[src/rtl/ahb_sbus_arbiter.sv]
// ahb_sbus_arbiter: shares one AHB5-Lite port between the core and the debug sbus requester
module ahb_sbus_arbiter #(
  parameter int W_ADDR        = 32,
  parameter int W_DATA        = 32,
  parameter int SBUS_MAX_WAIT = 8
) (
  input  logic              clk,
  input  logic              rst,
  input  logic [W_ADDR-1:0] cpu_haddr,
  input  logic              cpu_hwrite,
  input  logic [1:0]        cpu_htrans,
  input  logic [2:0]        cpu_hsize,
  input  logic [3:0]        cpu_hprot,
  input  logic [W_DATA-1:0] cpu_hwdata,
  output logic              cpu_hready,
  output logic              cpu_hresp,
  output logic [W_DATA-1:0] cpu_hrdata,
  input  logic [W_ADDR-1:0] sbus_addr,
  input  logic              sbus_write,
  input  logic [1:0]        sbus_size,
  input  logic [W_DATA-1:0] sbus_wdata,
  input  logic              sbus_vld,
  output logic              sbus_rdy,
  output logic              sbus_err,
  output logic [W_DATA-1:0] sbus_rdata,
  output logic [W_ADDR-1:0] haddr,
  output logic              hwrite,
  output logic [1:0]        htrans,
  output logic [2:0]        hsize,
  output logic [3:0]        hprot,
  output logic [7:0]        hmaster,
  output logic [W_DATA-1:0] hwdata,
  input  logic              hready,
  input  logic              hresp,
  input  logic [W_DATA-1:0] hrdata
);
  typedef enum logic [1:0] {NONE, CPU, SBUS, REJ} owner_t;
  owner_t owner_q, owner_d;
  logic [7:0] wait_cnt_q, wait_cnt_d;
  logic sbus_done_q, sbus_done_d;
  logic [W_DATA-1:0] sbus_wdata_q, sbus_wdata_d;
  logic cpu_req, sbus_req, sbus_bad, sel_sbus;
  // Address-phase arbitration, outputs and next state; a grant only takes effect when hready is high
  always_comb begin
    cpu_req      = cpu_htrans[1];
    sbus_req     = sbus_vld && !sbus_done_q;
    sbus_bad     = (sbus_size == 2'd3) || (sbus_size == 2'd1 && sbus_addr[0]) || (sbus_size == 2'd2 && |sbus_addr[1:0]);
    sel_sbus     = sbus_req && (!cpu_req || wait_cnt_q >= 8'(SBUS_MAX_WAIT));
    htrans       = rst ? 2'b00 : sel_sbus ? (sbus_bad ? 2'b00 : 2'b10) : cpu_htrans;
    haddr        = sel_sbus ? sbus_addr : cpu_haddr;
    hwrite       = sel_sbus ? sbus_write : cpu_hwrite;
    hsize        = sel_sbus ? {1'b0, sbus_size} : cpu_hsize;
    hprot        = sel_sbus ? 4'b0011 : cpu_hprot;
    hmaster      = (!rst && sel_sbus && !sbus_bad) ? 8'h01 : 8'h00;
    hwdata       = owner_q == SBUS ? sbus_wdata_q : cpu_hwdata;
    sbus_rdy     = !rst && (owner_q == REJ || (owner_q == SBUS && hready));
    sbus_err     = sbus_rdy && (owner_q == REJ || hresp);
    sbus_rdata   = hrdata;
    cpu_hready   = rst || (!(cpu_req && (sel_sbus || !hready)) && (owner_q != CPU || hready));
    cpu_hresp    = !rst && owner_q == CPU && hresp;
    cpu_hrdata   = hrdata;
    owner_d      = hready ? (sel_sbus ? (sbus_bad ? REJ : SBUS) : cpu_req ? CPU : NONE)
                          : (owner_q == REJ ? NONE : owner_q);
    wait_cnt_d   = !hready ? wait_cnt_q : sel_sbus ? 8'd0
                 : (cpu_req && sbus_req) ? 8'(wait_cnt_q + 8'd1) : wait_cnt_q;
    sbus_done_d  = sbus_rdy ? 1'b0 : (hready && sel_sbus) ? 1'b1 : sbus_done_q;
    sbus_wdata_d = (hready && sel_sbus) ? sbus_wdata : sbus_wdata_q;
  end
  // State registers; reset abandons any data phase without reporting completion
  always_ff @(posedge clk) begin
    if (rst) begin
      owner_q      <= NONE;
      wait_cnt_q   <= 8'd0;
      sbus_done_q  <= 1'b0;
      sbus_wdata_q <= '0;
    end else begin
      owner_q      <= owner_d;
      wait_cnt_q   <= wait_cnt_d;
      sbus_done_q  <= sbus_done_d;
      sbus_wdata_q <= sbus_wdata_d;
    end
  end
endmodule

[config.mk]
export PLATFORM = sky130hd
export DESIGN_NAME = ahb_sbus_arbiter
export DESIGN_NICKNAME = d
export VERILOG_FILES = /design/src/rtl/ahb_sbus_arbiter.sv
export SDC_FILE = /design/constraint.sdc
export NUM_CORES = 1
export LEC_CHECK = 0
export CAP_MARGIN = 10
export CORE_AREA = 2 2 126 128
export CTS_CLUSTER_DIAMETER = 40
export DETAILED_ROUTE_END_ITERATION = 6
export DIE_AREA = 0 0 128 130
export DONT_BUFFER_PORTS = 1
export GPL_TIMING_DRIVEN = 0
export PLACE_DENSITY = 0.37
export SLEW_MARGIN = 25
export SYNTH_ARGS = -nofsm -noshare
export SYNTH_HDL_FRONTEND = slang
export SYNTH_SLANG_ARGS = --single-unit
[constraint.sdc]
create_clock -name clk -period 2.33 [get_ports clk]
set_input_delay 0.5825 -clock clk [delete_from_list [all_inputs] [get_ports clk]]
set_output_delay 0.5825 -clock clk [all_outputs]
set_load 0.02 [all_outputs]
# Word level (Yosys, flattened, before mapping)
# Cells that the tools add are included.
op_classes:
  add_sub_neg: 1
  n_mul: 0
  n_div: 0
  n_lt_le_gt_ge: 1
  eq_ne: 7
  n_shift: 0
  n_mux: 16
  bitwise_logic: 0
  n_reduce_logical: 34
ops:
  columns: ["cell", "count"]
  rows:
  - ["$mux W32", 2]
  - ["$mux W8", 2]
  - ["$logic_and A1 B1 Y1", 15]
  - ["$mux W2", 6]
  - ["$add A8 B1 Y8 const B", 1]
  - ["$eq A2 B2 Y1 const B", 4]
  - ["$ge A8 B4 Y1 const B", 1]
  - ["$logic_or A1 B1 Y1", 8]
  - ["$logic_not A1 Y1", 6]
  - ["$eq A2 B1 Y1 const B", 2]
  - ["$mux W1", 4]
  - ["$mux W4", 1]
  - ["$reduce_bool A2 Y1", 2]
  - ["$reduce_or A2 Y1", 2]
  - ["$mux W3", 1]
  - ["$ne A2 B1 Y1 const B", 1]
  - ["$reduce_and A2 Y1", 1]
word_totals:
  ff_bits: 43
  latchBits: 0
  mem_bits_rw: 0
  mem_bits_ro: 0
  inputBits: 178
  output_inout_bits: 150
  word_cells: 63
  n_memories: 0

# Longest topological paths before layout
# Gate-level depths: netlist of the first run.
depth:
  depth_word: 8
  depth_mapped: 6
  depth_no_buf: 4

# Least setup slack after synthesis of the first run
# OpenSTA, ideal clock, no wires.
synth_timing:
  path_type: "in2out"
  from: "input cpu_htrans[1]"
  to: "output htrans[0]"
  t_arrival_ns: 1.859
  required_ns: 1.747
  setup_slack_ns: -0.111
  stages: 4
  n_path_buf: 1
  path_cell_list: "nor2b_1 a21boi_4 buf_2 nor3b_1"
synth_via:
  elab_chain_len: 5
synth_rtl:
  columns: ["element", "line", "rtl"]
  rows:
  - ["from (decl)", "11", "input logic [1:0] cpu_htrans,"]
  - ["$logic_not A1 Y1", "48", "sel_sbus = sbus_req && (!cpu_req || wait_cnt_q >= 8'(SBUS_MAX_WAIT));"]
  - ["$logic_or A1 B1 Y1", "48", null]
  - ["$logic_and A1 B1 Y1", "48", null]
  - ["$mux W2 (2 in series)", "49", "htrans = rst ? 2'b00 : sel_sbus ? (sbus_bad ? 2'b00 : 2'b10) : cpu_htrans;"]
  - ["to (decl)", "28", "output logic [1:0] htrans,"]
# Every way passes these cells.

# Worst setup path in the final report of the first run
layout_timing:
  from: "register wait_cnt_q[7]"
  to: "output haddr[2]"
layout_via:
  elab_chain_len: 4
layout_rtl:
  columns: ["element", "line", "rtl"]
  rows:
  - ["from (decl)", "39", "logic [7:0] wait_cnt_q, wait_cnt_d;"]
  - ["from (signal assigned)", "78", "wait_cnt_q <= wait_cnt_d;"]
  - ["$ge A8 B4 Y1", "48", null]
  - ["$logic_or A1 B1 Y1", "48", null]
  - ["$logic_and A1 B1 Y1", "48", null]
  - ["$mux W32", "50", "haddr = sel_sbus ? sbus_addr : cpu_haddr;"]
  - ["to (decl)", "26", "output logic [W_ADDR-1:0] haddr,"]
# Every way passes these cells.

==> impl_metrics.tcl, run 1 <==
set metrics [dict create \
    status "completed" \
    highest-signal-layer "met4" \
    muxShareOfSynthArea_pct 34.7 \
    worst_setup_path_start_kind "register" \
    max_freq_ghz 0.430 \
    async_flop_share_pct 0 \
    crit_family "simple AND/OR/NAND/NOR gates" \
    initial_core_util_pct 22.2 \
    avgSynthCellArea_um2 9.27 \
    clock_sink_count 43 \
    crit_buf_inv 2 \
    cts_tree "yes" \
    cp.depth 5 \
    path_max_fanout 8 \
    crit_chain "nor4_4 > a21boi_4 > buf_12 > buf_4 > mux2_4" \
    synth-simple-area-share_pct 14.6 \
    die_x_um 128 \
    cap_violations 0 \
    synth_compound_gate_area_share_pct 5.01 \
    tightest_slew_ns 0.872 \
    power_density_nw_per_um2 522 \
    fin_util_pct 26.0 \
    yosys_warnings 0 \
    switching_power_uw 673 \
    seq_power_share_pct 37.0 \
    synthTopCellsByCount "buf_4 (71), nand2_1 (68), dfxtp_1 (43)" \
    fp.dieH_um 130 \
    wl_met3_um 857 \
    pin_count 328 \
    arrival_ns 1.74 \
    fin_skew_ns 0.00532 \
    reg2reg_depth 6 \
    grt_pass1_wl_mm 13.8 \
    worstSetupPathType "register to output port" \
    drive_above_1_share_pct 47.3 \
    synth_area_leaders "dfxtp_1 (25%), buf_4 (16%), mux2_4 (13%), mux2_2 (12%), mux2i_1 (9.4%)" \
    synth.distinct_cells 41 \
    wl_met1_mm 4.02 \
    ctsLongestPathBuffers 2 \
    root_buffer "clkbuf_16" \
    comb_power_share_pct 31.6 \
    clkPwrFrac_pct 31.4 \
    sw_frac_of_total_pct 32.1 \
    fin_crit_sh_pct 99.9 \
    slowest_stage "nor4_4" \
    overflow 0 \
    timing.rr.end "sbus_wdata_q[26]" \
    synth_top_family_by_area "multiplexers" \
    wl_per_cell_um 17.6 \
    seq_area_frac_synth_pct 25.2 \
    area.growth.synth_to_final_pct 17.1 \
    dr_wl_met2_mm 5.18 \
    fin_crit_ns 2.33 \
    dp_hpwl_mm 8.30 \
    rows 46 \
    r2r-start "wait_cnt_q[3]" \
    drtPass1Iterations 4 \
    grt_max_degree 13 \
    n_fill_cell 1673 \
    wl_mm 10.2 \
    hold_slack_ns 0.371 \
    grt_usage_pct 11.0 \
    synth_edf_count 0 \
    drv_slew 0 \
    drcViolationCount 0 \
    clock_latency_ns 0.28 \
    synthXorXnorAreaFrac_pct 0 \
    power.leakage_uw 0.00167 \
    synth_area_um2 3420 \
    diodes 0 \
    num_vias 2592 \
    grt_pass1_vias 2418 \
    netlist_instances 369 \
    internal_power_uw 1420 \
    required_ns 1.75 \
    tns_ns 0 \
    yosysMostFrequentCell "buf_4" \
    hold_viol 0 \
    cts_buffers 5 \
    max_stage_delay_ns 0.37 \
    end_kind "output port" \
    fin_nets 568 \
    synthFlopType "dfxtp_1" \
    min_to "wait_cnt_q[3]" \
    rrSetupSlack_ns 0.71 \
    cts.htree.levels 2 \
    hp-class "primary input to register" \
    rsz0062_at_grt "yes" \
    hold_path.startpoint "rst" \
    coreArea_um2 15400 \
    cts_hold_buf 0 \
    whs_path_depth 1 \
    max_slew_margin_pct 41.7 \
    synth_top_area_share_pct 25.2 \
    drt-initial-drc-count 53 \
    yosysTopAreaCell "dfxtp_1" \
    antenna_found_initial 0 \
    clk_pin_slew_ns 0.06 \
    via_per_inst 4.48 \
    die_area_um2 16600 \
    synthAdderAreaFrac_pct 0.731 \
    ys_seq_elements 43 \
    ir_drop_mv 0.271 \
    port_buffers 0 \
    routabilityCongestion 0.781 \
    finalSetupViolCount 0 \
    antenna_left 0 \
]
[metal layers]
layer,vias up,global-route usage (%)
li1,1213,-
met1,1194,12.5
met2,176,20.0
met3,9,2.99
met4,0,3.23
met5,-,0
[area by class of cell]
type                       instances  area, um2  area share (%)
tap                              192        240            5.99
multi-input combinational        236       1970            49.0
sequential                        43        866            21.6
clock inverter                     1       7.51           0.187
buffer                            91        684            17.1
inverter                           4       15.0           0.375
timing repair buffer               7        105            2.62
clock buffer                       5        125            3.12
[power groups by stage]
stage	sequential (uW)	combinational, uW	clock [uW]
global route	777	700	727
detailed placement	790	628	0
global placement	790	629	0
floorplan	784	565	0
CTS	775	664	694
finish	775	661	658
[worst register-to-register path, stage by stage, from the launching register on]
cell	delay [ns]
dfxtp_1	0.47
nor4_4	0.08
buf_4	0.16
a21oi_2	0.22
buf_6	0.22
buf_6	0.19
mux2i_1	0.21
[state kept, by name, indices dropped and copies added, names as in the netlist]
signal	flops
sbus_done_q	1
sbus_wdata_q	32
wait_cnt_q	8
owner_q	2
[cells in the final DEF, fill, tap and decap left out, drive strengths merged, types with 2 or more instances in the layout]
cell type	instances
a211oi	2
a21oi	7
a41oi	2
and2	2
and3	3
buf	90
clkbuf	13
conb	7
dfxtp	43
ha	2
inv	4
mux2	67
mux2i	32
nand2	68
nand4	3
nor2	3
nor2b	8
nor3	5
nor3b	2
o21ai	5
or2	3
or3	2
[metrics by stage]
step	cell area, um2	setup WS (ns)	std cells	power, uW
2_1_floorplan	3450	0.0107	375	1350
3_3_place_gp	3690	-0.348	567	1420
3_5_place_dp	3690	-0.350	567	1420
4_1_cts	3980	-0.0271	578	2130
5_1_grt	4010	-0.0485	579	2200
6_report	4010	0.00332	579	2090
[worst max-delay path by stage]
stage / start / to / slack [ns]
2_1_floorplan: cpu_htrans[1] / cpu_hready / 0.01
3_3_place_gp: cpu_htrans[1] / cpu_hready / -0.35
3_5_place_dp: cpu_htrans[1] / cpu_hready / -0.35
4_1_cts: wait_cnt_q[7] / haddr[14] / -0.03
5_1_grt: wait_cnt_q[7] / haddr[14] / -0.05
6_report: wait_cnt_q[7] / haddr[2] / 0.003
[cell families (layout without fill, tap and decap cells)]
logic type	Yosys count	in the layout
simple gates	105	105
mux	99	99
buf+inv	96	108
flops	43	43
compound gates	23	23
fa+ha+maj	2	2
other cells	1	7
[what timing repair did]
action | in CTS | in global routing
endpoints found under the hold margin | 0 | 0
buffers inserted | 4 | 1
gates cloned | 2 | 0
setup endpoints to repair | 73 | 36
resized for setup | 22 | 4
pin swaps | 2 | 0
No activity file was read; power rests on OpenSTA's default activity.
==> run 2, diff against run 1 <==
--- a/config.mk
+++ b/config.mk
@@ -5,14 +5,15 @@
 export SDC_FILE = /design/constraint.sdc
 export NUM_CORES = 1
 export LEC_CHECK = 0
+export ABC_AREA = 1
 export CAP_MARGIN = 10
-export CORE_AREA = 2 2 126 128
+export CORE_AREA = 2 2 129 131
 export CTS_CLUSTER_DIAMETER = 40
 export DETAILED_ROUTE_END_ITERATION = 6
-export DIE_AREA = 0 0 128 130
+export DIE_AREA = 0 0 131 133
 export DONT_BUFFER_PORTS = 1
 export GPL_TIMING_DRIVEN = 0
-export PLACE_DENSITY = 0.37
+export PLACE_DENSITY = 0.34
 export SLEW_MARGIN = 25
 export SYNTH_ARGS = -nofsm -noshare
 export SYNTH_HDL_FRONTEND = slang
==> run 2 against run 1 <==
Effect of this change:
- critical path depth decreased by 3
- sequential power shrank 0.5%
- total power fell by 1.6%
- combinational power fell by 8.2%
- register-to-register slack better by 0.18 ns
- cell area is 9.8% lower
- worst hold slack better by 0.066 ns
- clock power rose by 3.6%
- clock skew fell by 0.0016 ns
- setup slack gained 0.089 ns
- via count up 8.8%
- largest power group unchanged
==> impl_metrics.tcl, run 2 <==
set metrics [dict create \
    status "completed" \
    cts_buffers 5 \
    ys_seq_elements 43 \
    fin_skew_ns 0.00369 \
    max_freq_ghz 0.447 \
    crit_family "simple AND/OR/NAND/NOR gates" \
    yosysMostFrequentCell "nand2_1" \
    power_density_nw_per_um2 569 \
    cts_tree "yes" \
    wl_per_cell_um 15.9 \
    netlist_instances 455 \
    fin_crit_sh_pct 96.1 \
    initial_core_util_pct 19.5 \
    fin_nets 649 \
    rsz0062_at_grt "no" \
    synth_area_leaders "dfxtp_1 (27%), buf_4 (20%), nand2_1 (18%), mux2_2 (11%), a21oi_1 (6.7%)" \
    async_flop_share_pct 0 \
    required_ns 1.75 \
    antenna_left 0 \
    synthTopCellsByCount "nand2_1 (153), buf_4 (82), dfxtp_1 (43)" \
    power_uw 2060 \
    min_to "wait_cnt_q[6]" \
    cp.depth 2 \
    placed_cell_area_um2 3450 \
    worst_setup_path_start_kind "primary input" \
    largest_register_ffs 32 \
    finalSetupViolCount 0 \
    reg.largest.list "sbus_wdata_q: 32 flops, wait_cnt_q: 8 flops, owner_q: 2 flops" \
    grt_usage_pct 11.5 \
    arrival_ns 1.66 \
    ctsLongestPathBuffers 2 \
    synthFlopType "dfxtp_1" \
    pin_count 328 \
    path_max_fanout 10 \
    antenna_found_initial 1 \
    routabilityCongestion 0.816 \
    fin_area_um2 3620 \
    synth_top_area_share_pct 27.3 \
    yosys_warnings 0 \
    seq_area_frac_synth_pct 27.3 \
    drt-initial-drc-count 51 \
    mostFrequentLayoutCell "nand2_1" \
    cap_violations 0 \
    dp_hpwl_mm 9.24 \
    via_per_inst 4.08 \
    fin_crit_ns 2.24 \
    tightest_slew_ns 0.901 \
    final_cells 691 \
    area.growth.synth_to_final_pct 14.9 \
    reg2reg_depth 6 \
    avgSynthCellArea_um2 6.92 \
    crit_buf_inv 1 \
    layout_common_cells "nand2_1 (152), buf_4 (83), dfxtp_1 (43), a21oi_1 (41), nand3_1 (38)" \
    worstSetupPathType "primary input to output port" \
    synth_edf_count 0 \
    port_buffers 0 \
    timing.rr.end "sbus_wdata_q[19]" \
    drv_slew 0 \
    rows 47 \
    synth_area_um2 3150 \
    drive_above_1_share_pct 30.4 \
    power.leakage_uw 0.00160 \
    drcViolationCount 0 \
    die_x_um 131 \
    hold_viol 0 \
    clock_latency_ns 0.28 \
    hold_path.startpoint "wait_cnt_q[6]" \
    max_stage_delay_ns 0.82 \
    max_slew_margin_pct 39.5 \
    yosysTopAreaCell "dfxtp_1" \
    r2r-start "wait_cnt_q[3]" \
    end_kind "output port" \
    root_buffer "clkbuf_16" \
    tns_ns 0 \
    num_vias 2821 \
    overflow 0 \
    dpl.cell_count 681 \
    regMostFlops "sbus_wdata_q" \
    synth.distinct_cells 23 \
    grt_pass1_wl_mm 15.0 \
    die_area_um2 17400 \
    crit_chain "clkbuf_1 > nor3_1" \
    hp-class "register to register" \
    clock_sink_count 43 \
    coreArea_um2 16200 \
    grt_pass1_vias 2597 \
    clk_pin_slew_ns 0.06 \
    whs_path_depth 2 \
    fin_util_pct 22.4 \
    slowest_stage "nor3_1" \
    cts_hold_buf 0 \
    wl_mm 11.0 \
    cts.htree.levels 2 \
    ir_drop_mv 0.266 \
    grt_max_degree 13 \
    drtPass1Iterations 4 \
    fp.dieH_um 133 \
    rrSetupSlack_ns 0.89 \
]
run 2: cell count changes after synthesis, moves of 13 or more:
cell     delta
mux2_4     -30
nand3_1    +38
nand2_1    +85
a21oi_1    +36
mux2i_1    -32
nor2_1     +13
run 2: cells by family after synthesis:
family          after synthesis  synth area share (%)
compound gates               46                  7.31
xor+xnor                      1                 0.278
fa+ha+maj                     2                 0.794
buf+inv                     113                  23.8
flops                        43                  27.3
mux                          32                  11.4
other cells                   1                 0.119
simple gates                217                  29.0
run 2: report_power, final:
part	internal (uW)	switching, uW
clock	397	286
combinational	194	413
sequential	758	12.9
total	1350	712
run 2: worst max path at each step:
stage / from / to / slack [ns]
6_report: rst / sbus_err / 0.09
5_1_grt: sbus_done_q / haddr[28] / 0.005
4_1_cts: sbus_done_q / hsize[0] / 0.03
3_5_place_dp: cpu_htrans[1] / cpu_hready / -0.19
3_3_place_gp: cpu_htrans[1] / cpu_hready / -0.16
2_1_floorplan: cpu_htrans[1] / cpu_hready / 0.16
run 2: final cells by class:
| cell class | instances | area (um2) |
|---|---|---|
| fillers | 1839 | 12600 |
| multi-input cells | 305 | 1590 |
| flip-flops and latches | 43 | 861 |
| plain buffers | 97 | 688 |
| well taps | 220 | 275 |
| clock buffers | 7 | 133 |
| inverters | 16 | 60.1 |
| repair buffers | 1 | 7.51 |
| clock inverters | 1 | 5.00 |
| diodes | 1 | 2.50 |
run 2: timing repair:
action                                  in CTS  in global routing
pin swaps                                    1                  0
endpoints found under the setup margin      10                 34
setup buffers                                1                  0
gates resized for setup                      4                  5
run 2: per-layer routing:
metal  track usage [%]  share of wire, %  wire length (um)  vias up
met5                 0                 0                 0        -
met4              3.19               1.4               157        0
met3              3.48                10              1120        8
met2              22.0                52              5700      187
met1              11.9                36              3980     1229
li1                  -                 -                 -     1397
run 2: per-stage QoR:
stage | setup WS, ns | hold slack [ns]
after floorplan | 0.155 | 0.418
after global placement | -0.159 | 0.427
after detailed placement | -0.185 | 0.428
after CTS | 0.0300 | 0.439
after global routing | 0.00518 | 0.451
final | 0.0919 | 0.437
==> run 3, diff against run 2 <==
==> constraint.sdc (replaced) <==
create_clock -name clk -period 2.33 [get_ports clk]
set_input_delay 0.233 -clock clk [delete_from_list [all_inputs] [get_ports clk]]
set_output_delay 0.233 -clock clk [all_outputs]
set_load 0.02 [all_outputs]
==> run 3 against run 2 <==
Effect of this change:
- cell area decreased by 0.83%
- flip-flop and latch count unchanged
- highest routed layer unchanged
- clock power about the same
- via count about the same
- global-route usage decreased by 0.091 points
- routed wire length decreased by 0.51%
- sequential power about the same
- combinational power decreased by 1%
- register-to-register slack improved by 0.07 ns
- count of clock-buffer cells in the layout unchanged
- sequential share of layout area increased by 0.20 points
- critical endpoint is now htrans[1]
- worst hold slack got worse by 0.33 ns
==> impl_metrics.tcl, run 3 (synthesis gave the netlist of run 2 again) <==
set metrics [dict create \
    clkPwrFrac_pct 33.2 \
    finalSetupViolCount 0 \
    tightest_slew_ns 0.901 \
    overflow 0 \
    fin_crit_ns 2.10 \
    power.leakage_uw 0.00159 \
    required_ns 2.10 \
    reg.largest.list "sbus_wdata_q: 32 flops, wait_cnt_q: 8 flops, owner_q: 2 flops" \
    comb_power_share_pct 29.2 \
    clock_latency_ns 0.28 \
    cts_setup_buffers 0 \
    end_kind "output port" \
    port_buffers 0 \
    fin_nets 648 \
    cts_tree "yes" \
    grt_pass1_wl_mm 14.9 \
    path_max_fanout 10 \
    hp-class "primary input to register" \
    hold_viol 0 \
    rsz0062_at_grt "no" \
    grtUsageMet1_pct 11.9 \
    routabilityCongestion 0.816 \
    pin_count 328 \
    die_x_um 131 \
    grt_max_degree 13 \
    grt_pass1_vias 2581 \
    wl_mm 10.9 \
    sw_frac_of_total_pct 34.4 \
    power_density_nw_per_um2 572 \
    internal_power_uw 1350 \
    coreArea_um2 16200 \
    ir_drop_mv 0.266 \
    drive_above_1_share_pct 29.2 \
    cts_hold_buf 0 \
    fin_crit_sh_pct 90.2 \
    wl_per_cell_um 15.8 \
    layout_setup_ws_ns 0.229 \
    seq_power_share_pct 37.6 \
    worstSetupPathType "register to output port" \
    via_per_inst 4.09 \
    fin_area_um2 3590 \
    grt.busiest_layer "met2" \
    hold_slack_ns 0.111 \
    initial_core_util_pct 19.5 \
    fp.dieH_um 133 \
    status "completed" \
    drcViolationCount 0 \
    cts.htree.levels 2 \
    antenna_left 0 \
    die_area_um2 17400 \
    dp_hpwl_mm 9.24 \
    met3_usage_pct 3.48 \
    cap_violations 0 \
    root_buffer "clkbuf_16" \
    drv_slew 0 \
    dp_slack_ns 0.349 \
    drtPass1Iterations 4 \
    area.growth.synth_to_final_pct 13.9 \
    max_slew_margin_pct 39.5 \
    ctsLongestPathBuffers 2 \
    clock_sink_count 43 \
    arrival_ns 1.87 \
    power_uw 2050 \
    antenna_found_initial 1 \
    tns_ns 0 \
    clk_pin_slew_ns 0.06 \
    num_vias 2819 \
    grt_usage_pct 11.4 \
    placed_cell_area_um2 3450 \
    fin_skew_ns 0.00350 \
    layout_common_cells "nand2_1 (153), buf_4 (82), dfxtp_1 (43), a21oi_1 (42), nand3_1 (38)" \
    use_met2_pct 21.7 \
    worst_setup_path_start_kind "register" \
    rows 47 \
    regMostFlops "sbus_wdata_q" \
    max_freq_ghz 0.476 \
    largest_register_ffs 32 \
    cts_buffers 5 \
    drt-initial-drc-count 75 \
    switching_power_uw 706 \
    mostFrequentLayoutCell "nand2_1" \
]
-- run 3: cell types whose count changed in the layout (fill, tap and decap cells not counted) --
cell / previous run / this run
nor2_1: 14 / 16
nor2_2: 3 / 1
o21ai_0: 1 / 3
a21oi_1: 41 / 42
a21oi_4: 1 / 0
buf_4: 83 / 82
nand2_1: 152 / 153
nand2_2: 2 / 1
o21ai_1: 2 / 1
o21ai_2: 1 / 0
-- run 3: critical path: stages (launching register included) --
cell	delay (ns)
dfxtp_1	0.32
nor2_1	0.20
nand3_4	0.21
nand2_4	0.14
buf_4	0.19
nand2_1	0.07
a21oi_1	0.45
-- run 3: power groups by stage --
stage	combinational, uW	sequential, uW	clock [uW]
2_1_floorplan	534	783	0
3_3_place_gp	610	788	0
3_5_place_dp	607	788	0
4_1_cts	608	771	719
5_1_grt	647	774	743
6_report	599	771	681
-- run 3: layout make-up --
class                      count  area [um2]
fill                        1838       12600
multi-input combinational    305        1560
sequential                    43         861
buffer                        97         688
tap                          220         275
clock buffer                   7         133
inverter                      16        60.1
clock inverter                 1        5.00
antenna                        1        2.50
-- run 3: timing repair --
item                                    4_1_cts  5_1_grt
endpoints found under the hold margin         0        0
endpoints found under the setup margin        0        1
gates resized for setup                       0        1
-- run 3: metrics by stage --
step                      cells  util [%]
after floorplan             461         -
after global placement      681      21.3
after detailed placement    681      21.3
after CTS                   689      22.2
after global routing        690      22.2
final                       690      22.2
-- run 3: worst paths after layout --
check / slack, ns / cells after the start / startpoint / end
max: 0.23 / 6 / wait_cnt_q[3] / htrans[1]
min: 0.11 / 2 / sbus_wdata[17] / sbus_wdata_q[17]
max reg2reg: 0.96 / 6 / wait_cnt_q[3] / wait_cnt_q[3]
min reg2reg: 0.44 / 2 / wait_cnt_q[6] / wait_cnt_q[6]
-- run 3: per-layer routing --
layer  wire length (um)  up-vias
li1                   -     1397
met1               3960     1229
met2               5670      185
met3               1120        8
met4                160        0
met5                  0        -
